[src/rtl/tx_frame_scheduler.sv]
// -----------------------------------------------------------------------------
// tx_frame_scheduler
//
// Shares one MAC transmit path between two frame sources (bridge ports A/B).
// Sources are granted round-robin, one whole frame at a time. The granted
// frame is streamed into a registered valid/ready output stage. Frames shorter
// than MIN_LEN are zero-padded, the final byte carries mac_last, and IFG_CYCLES
// idle cycles follow every frame before the next grant is considered.
//
// Ports:
//   clk, rst                   clock, asynchronous active-low reset
//   req_x, len_x               frame request and its length (held until grant/reject)
//   data_x, valid_x            source byte stream
//   rd_x                       source byte consumed this cycle (combinational)
//   gnt[1:0]                   one-hot grant, bit0 = A, bit1 = B
//   mac_data/valid/last/ready  registered byte stream to the MAC
//   busy                       scheduler is not idle
//   err_len                    one-cycle pulse: request rejected for illegal length
// -----------------------------------------------------------------------------
module tx_frame_scheduler #(
   parameter int MIN_LEN    = 64,
   parameter int MAX_LEN    = 1518,
   parameter int IFG_CYCLES = 12
) (
   input  logic        clk,
   input  logic        rst,
   input  logic        req_a,
   input  logic [15:0] len_a,
   input  logic [7:0]  data_a,
   input  logic        valid_a,
   output logic        rd_a,
   input  logic        req_b,
   input  logic [15:0] len_b,
   input  logic [7:0]  data_b,
   input  logic        valid_b,
   output logic        rd_b,
   output logic [1:0]  gnt,
   output logic [7:0]  mac_data,
   output logic        mac_valid,
   output logic        mac_last,
   input  logic        mac_ready,
   output logic        busy,
   output logic        err_len
);

   typedef enum logic [1:0] {IDLE, SEND, PAD, IFG} state_t;

   state_t      state, state_nxt;
   logic [1:0]  gnt_nxt;
   logic [7:0]  data_nxt;
   logic        valid_nxt, last_nxt, err_nxt;
   logic [15:0] len_lat, len_nxt;
   logic [15:0] cnt, cnt_nxt;
   logic [15:0] gap, gap_nxt;
   // 1 when B was the port served (or rejected) last, so A wins the next tie
   logic        last_b, last_b_nxt;

   // ---------------------------------------------------------------------------
   // Arbitration: single requester wins outright, a tie goes to the port
   // that was not served last.
   // ---------------------------------------------------------------------------
   logic        req_any, sel_b, len_bad;
   logic [15:0] len_sel;

   assign req_any = req_a | req_b;
   assign sel_b   = req_b & (~req_a | ~last_b);
   assign len_sel = sel_b ? len_b : len_a;
   assign len_bad = (len_sel == 16'd0) || (len_sel > 16'(MAX_LEN));

   // ---------------------------------------------------------------------------
   // Output stage handshake and source selection
   // ---------------------------------------------------------------------------
   logic       load, frame_end, more, src_valid, take, long_frame;
   logic [7:0] src_data;

   assign load       = ~mac_valid | mac_ready;
   assign frame_end  = mac_valid & mac_ready & mac_last;
   // once cnt reaches len_lat the source is exhausted; this keeps rd quiet
   // while the final byte waits for acceptance
   assign more       = (cnt != len_lat);
   assign src_valid  = |(gnt & {valid_b, valid_a});
   assign src_data   = gnt[1] ? data_b : data_a;
   assign long_frame = (len_lat >= 16'(MIN_LEN));
   assign take       = (state == SEND) & load & more & src_valid;

   assign rd_a = take & gnt[0];
   assign rd_b = take & gnt[1];
   assign busy = (state != IDLE);

   // ---------------------------------------------------------------------------
   // Next-state / datapath
   // ---------------------------------------------------------------------------
   always_comb begin
      state_nxt  = state;
      gnt_nxt    = gnt;
      data_nxt   = mac_data;
      valid_nxt  = mac_valid;
      last_nxt   = mac_last;
      err_nxt    = 1'b0;
      len_nxt    = len_lat;
      cnt_nxt    = cnt;
      gap_nxt    = gap;
      last_b_nxt = last_b;

      case (state)
         IDLE: begin
            if (req_any) begin
               if (len_bad) begin
                  err_nxt    = 1'b1;
                  last_b_nxt = sel_b;
               end else begin
                  len_nxt   = len_sel;
                  gnt_nxt   = sel_b ? 2'b10 : 2'b01;
                  cnt_nxt   = 16'd0;
                  state_nxt = SEND;
               end
            end
         end

         SEND: begin
            if (frame_end) begin
               valid_nxt  = 1'b0;
               last_nxt   = 1'b0;
               gnt_nxt    = 2'b00;
               last_b_nxt = gnt[1];
               gap_nxt    = 16'(IFG_CYCLES);
               state_nxt  = (IFG_CYCLES == 0) ? IDLE : IFG;
            end else if (load && more) begin
               if (src_valid) begin
                  data_nxt  = src_data;
                  valid_nxt = 1'b1;
                  cnt_nxt   = cnt + 16'd1;
                  if (cnt == len_lat - 16'd1) begin
                     // short frames hand over to padding; long ones end here
                     if (long_frame) last_nxt  = 1'b1;
                     else            state_nxt = PAD;
                  end
               end else begin
                  valid_nxt = 1'b0;   // source bubble
               end
            end
         end

         PAD: begin
            if (frame_end) begin
               valid_nxt  = 1'b0;
               last_nxt   = 1'b0;
               gnt_nxt    = 2'b00;
               last_b_nxt = gnt[1];
               gap_nxt    = 16'(IFG_CYCLES);
               state_nxt  = (IFG_CYCLES == 0) ? IDLE : IFG;
            end else if (load) begin
               data_nxt  = 8'h00;
               valid_nxt = 1'b1;
               cnt_nxt   = cnt + 16'd1;
               last_nxt  = (cnt == 16'(MIN_LEN - 1));
            end
         end

         IFG: begin
            // gap counts IFG_CYCLES..1, so exactly IFG_CYCLES cycles are spent here
            gap_nxt = gap - 16'd1;
            if (gap <= 16'd1) begin
               gap_nxt   = 16'd0;
               state_nxt = IDLE;
            end
         end

         default: state_nxt = IDLE;
      endcase
   end

   always_ff @(posedge clk or negedge rst) begin
      if (!rst) begin
         state     <= IDLE;
         gnt       <= 2'b00;
         mac_data  <= 8'h00;
         mac_valid <= 1'b0;
         mac_last  <= 1'b0;
         err_len   <= 1'b0;
         len_lat   <= 16'd0;
         cnt       <= 16'd0;
         gap       <= 16'd0;
         last_b    <= 1'b1;
      end else begin
         state     <= state_nxt;
         gnt       <= gnt_nxt;
         mac_data  <= data_nxt;
         mac_valid <= valid_nxt;
         mac_last  <= last_nxt;
         err_len   <= err_nxt;
         len_lat   <= len_nxt;
         cnt       <= cnt_nxt;
         gap       <= gap_nxt;
         last_b    <= last_b_nxt;
      end
   end

endmodule

[config.mk]
export PLATFORM = sky130hd
export DESIGN_NAME = tx_frame_scheduler
export DESIGN_NICKNAME = d
export VERILOG_FILES = /design/src/rtl/tx_frame_scheduler.sv
export SDC_FILE = /design/constraint.sdc
export NUM_CORES = 1
export LEC_CHECK = 0
export CORE_UTILIZATION = 36
export DETAILED_ROUTE_END_ITERATION = 7
export DONT_BUFFER_PORTS = 1
export PLACE_DENSITY = 0.47
export SETUP_SLACK_MARGIN = 0.1
export SYNTH_ARGS = -nofsm -noshare
export SYNTH_HDL_FRONTEND = slang
export SYNTH_SLANG_ARGS = --single-unit
[constraint.sdc]
create_clock -name clk -period 6.3 [get_ports clk]
set_clock_uncertainty 0.15 [all_clocks]
set_input_delay 0.945 -clock clk [delete_from_list [all_inputs] [get_ports clk]]
set_output_delay 0.945 -clock clk [all_outputs]
set_load 0.05 [all_outputs]
# Word level (Yosys, flattened, before mapping)
# Index checks and enable logic that the tools add are counted.
# word_totals
input_bits	55
ramBits	0
ff_bits	64
memories	0
rom_bits	0
output_inout_bits	16
elab_cells	130
latch_bits	0
# op_classes
bitwise_logic	16
muxes	55
addsub	3
n_shift	0
reduce_logical	20
n_lt_le_gt_ge	3
multipliers	0
div_mod_pow	0
n_eq_ne	23
# op_table
op	n
two-way mux 16 bit	10
two-way mux 8 bit	6
one-hot mux 16 bit (3 select lines)	1
one-hot mux 16 bit (2 select lines)	1
subtractor 16 x 1 -> 16 bit, second input constant	2
two-way mux 2 bit	13
two-way mux 1 bit	18
!= test 2 bit, second input constant	9
adder 16 x 1 -> 16 bit, second input constant	1
equality test 16 bit	1
equality test 16 x 6 -> 1 bit, second input constant	1
greater-or-equal comparator 16 x 7 -> 1 bit, second input constant	1
greater-than comparator 16 x 11 -> 1 bit, second input constant	1
<= comparator 16 x 1 -> 1 bit, second input constant	1
zero test 16 bit	1
!= test 16 bit	1
one-hot mux 8 bit (2 select lines)	1
AND reduction 8 bit	2
!= test 3 bit, second input constant	4
AND reduction 6 bit	2
AND 1 bit	8
one-hot mux 2 bit (4 select lines)	1
AND reduction 4 bit	2
nonzero test 2 bit	4
other kinds (16)	28

# Logic depth before layout (Yosys ltp)
# depth
depth_word	9
depth_mapped	10
mapped_depth_nobuf	9

# Worst setup path before layout
# OpenSTA, ideal clock, no wires.
# synth_timing
path_kind	input to register
startpoint	in len_a[9]
endpoint	reg cnt[10]
arrival_ns	2.679
required_time_ns	6.010
setup_ns	0.140
path_stages	9
setup_slack_ns	3.331
n_path_buf	2
path_cell_list	or3b_2 -> nor3_1 -> nor4_1 -> or2_2 -> nand2_1 -> or2_1 -> buf_4 -> buf_4 -> o221ai_1
# synth_via
elab_chain_len	5
elab_cells_between_ends	6
cone_classes	1 x order compare; 1 x eq/ne; 1 x mux; 3 x reduce/logical
# synth_lines
item	line	text
start: declaration	28	input logic [15:0] len_a,
two-way mux 16 bit *	67	assign len_sel = sel_b ? len_b : len_a;
greater-than comparator 16 x 11 -> 1 bit or zero test 16 bit (tied branches)	68	assign len_bad = (len_sel == 16'd0) || (len_sel > 16'(MAX_LEN));
logical OR 1 bit *	68	
!= test 2 bit (no source line) *	--	
AND reduction 8 bit (no source line) *	--	
end signal: assignment	193	cnt <= cnt_nxt;
end: declaration	53	logic [15:0] cnt, cnt_nxt;
# Mark *: on every way between the ends. The rest lies on a longest branch, timed or not.
# A chain may end at the register's enable or synchronous reset.

# Worst setup path after layout
# layout_timing
startpoint	reg cnt[11]
endpoint	out rd_a
# layout_via
elab_chain_len	4
# layout_lines
item	line	text
!= test 16 bit	80	assign more = (cnt != len_lat);
AND 1 bit (2 in a row)	84	assign take = (state == SEND) & load & more & src_valid;
AND 1 bit	86	assign rd_a = take & gnt[0];
end: declaration	31	output logic rd_a,
# Every way passes these cells.

==> impl_metrics.tcl <==
set metrics [dict create \
    cts.sinks 64 \
    fp.dieH_um 114 \
    start_kind "flop" \
    grt.total_usage_pct 19.4 \
    whs_ps 148 \
    pre_cts_slack_ps 2370 \
    ys_seq_area_share_pct 35.8 \
    clkTransAtPathRegs_ps 60 \
    setup_viol 0 \
    power.density_nw_per_um2 280 \
    crit_required_ps 5200 \
    nNetsFinal 579 \
    ys_top_cells_by_area "dfrtp_1 35%, nand2_1 5.5%, nor2_1 4.6%, o21ai_0 3.8%, xnor2_1 3.7%" \
    slew_violations 0 \
    grt_pass1_vias 3928 \
    synth_edf_count 0 \
    clockBufferDepth 2 \
    yosys.area.top_type "dfrtp_1" \
    holdCritPathClass "in2async" \
    globalplace.congestion 0.818 \
    firstDrtPassIters 6 \
    wl_um 11700 \
    wl_per_cell_um 17.0 \
    dp_hpwl_um 8430 \
    antenna_cells 0 \
    slew_headroom_pct 38.9 \
    post-route-period-util_pct 57.8 \
    syn_avg_cell_area_um2 8.42 \
    layout_common_cells "66 x nand2_1, 63 x dfrtp_1, 55 x nor2_1, 34 x o21ai_0, 24 x nor4_1" \
    io_buffers 0 \
    vias_per_cell 5.74 \
    core_um2 12100 \
    ir_drop_mv 0.175 \
    crit_arrival_ps 2550 \
    dieArea_um2 12900 \
    final_common_cell "nand2_1" \
    htreeDepth 3 \
    final-hold-violation-count 0 \
    ios 71 \
    ys_ff_latch 64 \
    critical_path_class "reg2out" \
    p_leak_nw 2.09 \
    setup_slack_ps 2660 \
    synth.distinct_cells 68 \
    syn_to_final_growth_pct 9.50 \
    detail-route-antenna-nets 0 \
    drcViolationCount 0 \
    grt_max_degree 65 \
    die_w_um 114 \
    synthArstFlopShare_pct 100 \
    synth_top_area_share_pct 35.2 \
    worst_pin_slew_ps 915 \
    syn_area_um2 4480 \
    yosys_warnings 0 \
    tns_ps 0 \
    dpl_cell_area_um2 4570 \
    yosys_most_used_dff "dfrtp_1" \
    postLayoutCellArea_um2 4900 \
    postCtsSetupBuffers 0 \
    core.rowCount 40 \
    clkLatencyLatePin_ps 340 \
    antenna_found_initial 0 \
    postLayoutCoreUtil_pct 40.7 \
    dr_total_vias 3958 \
    cts_resized 0 \
    maxCapViolations 0 \
    initial_core_util_pct 37.1 \
    status "finished, final reports clean" \
    crit_fanout 11 \
    first_iter_violations 221 \
    cts-buffers-inserted 9 \
    endpoint_kind "output pin" \
    root_buffer "clkbuf_16" \
    cts_tree "built" \
    syn_nets 595 \
    grt_pass1_wl_um 19500 \
    finalCriticalPeriod_ps 3640 \
    cts_hold_buf 0 \
    rsz0062_at_grt "false" \
    fmax_ghz 0.275 \
    synthCells 532 \
    drive_gt1_share_pct 8.83 \
    grt.overflow.total 0 \
]
cells in the mapped netlist (2+ instances only):
master	count
a211oi_1	2
a21oi_1	13
or2_2	4
clkbuf_1	20
nand2_1	66
o21ai_0	34
inv_1	13
mux2i_1	9
o221ai_1	8
mux2_2	9
nor3_1	14
buf_2	4
buf_4	4
a41oi_1	2
o311ai_1	2
xnor2_1	19
a22o_1	8
o31ai_1	7
or3_1	6
nand4_1	8
nand2b_1	5
nand3b_1	7
xor2_1	12
a311o_1	2
nor4_4	2
nor2_1	55
nor4b_1	3
o41ai_1	5
a22oi_1	3
a31oi_1	14
and2_1	2
a221oi_1	3
dfrtp_1	63
ha_1	8
or4_1	7
nor4_1	24
nor2b_1	6
o211ai_1	3
and3_1	13
nand3_1	15
report_power, final:
part	total (mW)	internal (mW)	switching [mW]	leakage, nW
Combinational	0.246	0.117	0.129	1.15
Clock	0.560	0.369	0.192	0.159
Sequential	0.567	0.450	0.117	0.779
Total	1.37	0.936	0.438	2.09
stage by stage:
step	std cells	total power, mW
2_1_floorplan	532	0.763
3_3_place_gp	673	0.815
3_5_place_dp	673	0.821
4_1_cts	689	1.39
5_1_grt	689	1.44
6_report	689	1.37
metal layers:
layer	vias up	GRT usage (%)	share of wire, %
met5	-	0	0
met4	0	7.46	1.5
met3	12	5.05	5.7
met2	117	31.5	47
met1	1893	24.8	46
li1	1936	-	-
path summary, 6_finish.rpt:
kind                            slack [ps]     end     from  cells after the start
worst max-delay path                  2660    rd_a  cnt[11]                      5
worst min register to register         350  gap[5]   gap[5]                      1
worst min-delay path                   150  cnt[1]      rst                      0
max in group asynchronous             5640  last_b      rst                      0
min in group clk                       350  gap[5]   gap[5]                      1
worst max register to register        2970  cnt[7]   last_b                      7
cells by family (layout without fill, tap and decap cells):
logic type,count (synthesis),in the layout,share of synthesized area (%)
muxes,18,18,4.28
DFF,64,64,35.8
AOI/OAI and AO/OA,120,120,18.5
and+or+nand+nor,248,248,28.9
xor gates and xnor gates,31,31,6.06
adders and majority gates,8,8,2.24
buffers and inverters,43,32,4.22
flip-flops by register name, summed over array words and instances, names as in the netlist:
register / flops
state: 2
err_len: 1
len_lat: 16
gnt: 2
mac_data: 8
last_b: 1
gap: 16
mac_last: 1
cnt: 16
mac_valid: 1
final cells by class:
cell class,instances,area (µm²)
Clock buffer,12,256
Clock inverter,4,76.3
Fill cell,1218,7160
Inverter,13,48.8
Multi-Input combinational cell,425,2690
Sequential cell,64,1600
Tap cell,168,210
Timing Repair Buffer,3,22.5
worst max-delay path, stage by stage, from the launching register on:
cell and delay [ps]:
dfrtp_1 500, xor2_1 210, or4_1 550, nor4_2 330, a21oi_2 190, and3_1 430
No activity file was read; power rests on OpenSTA's default activity.
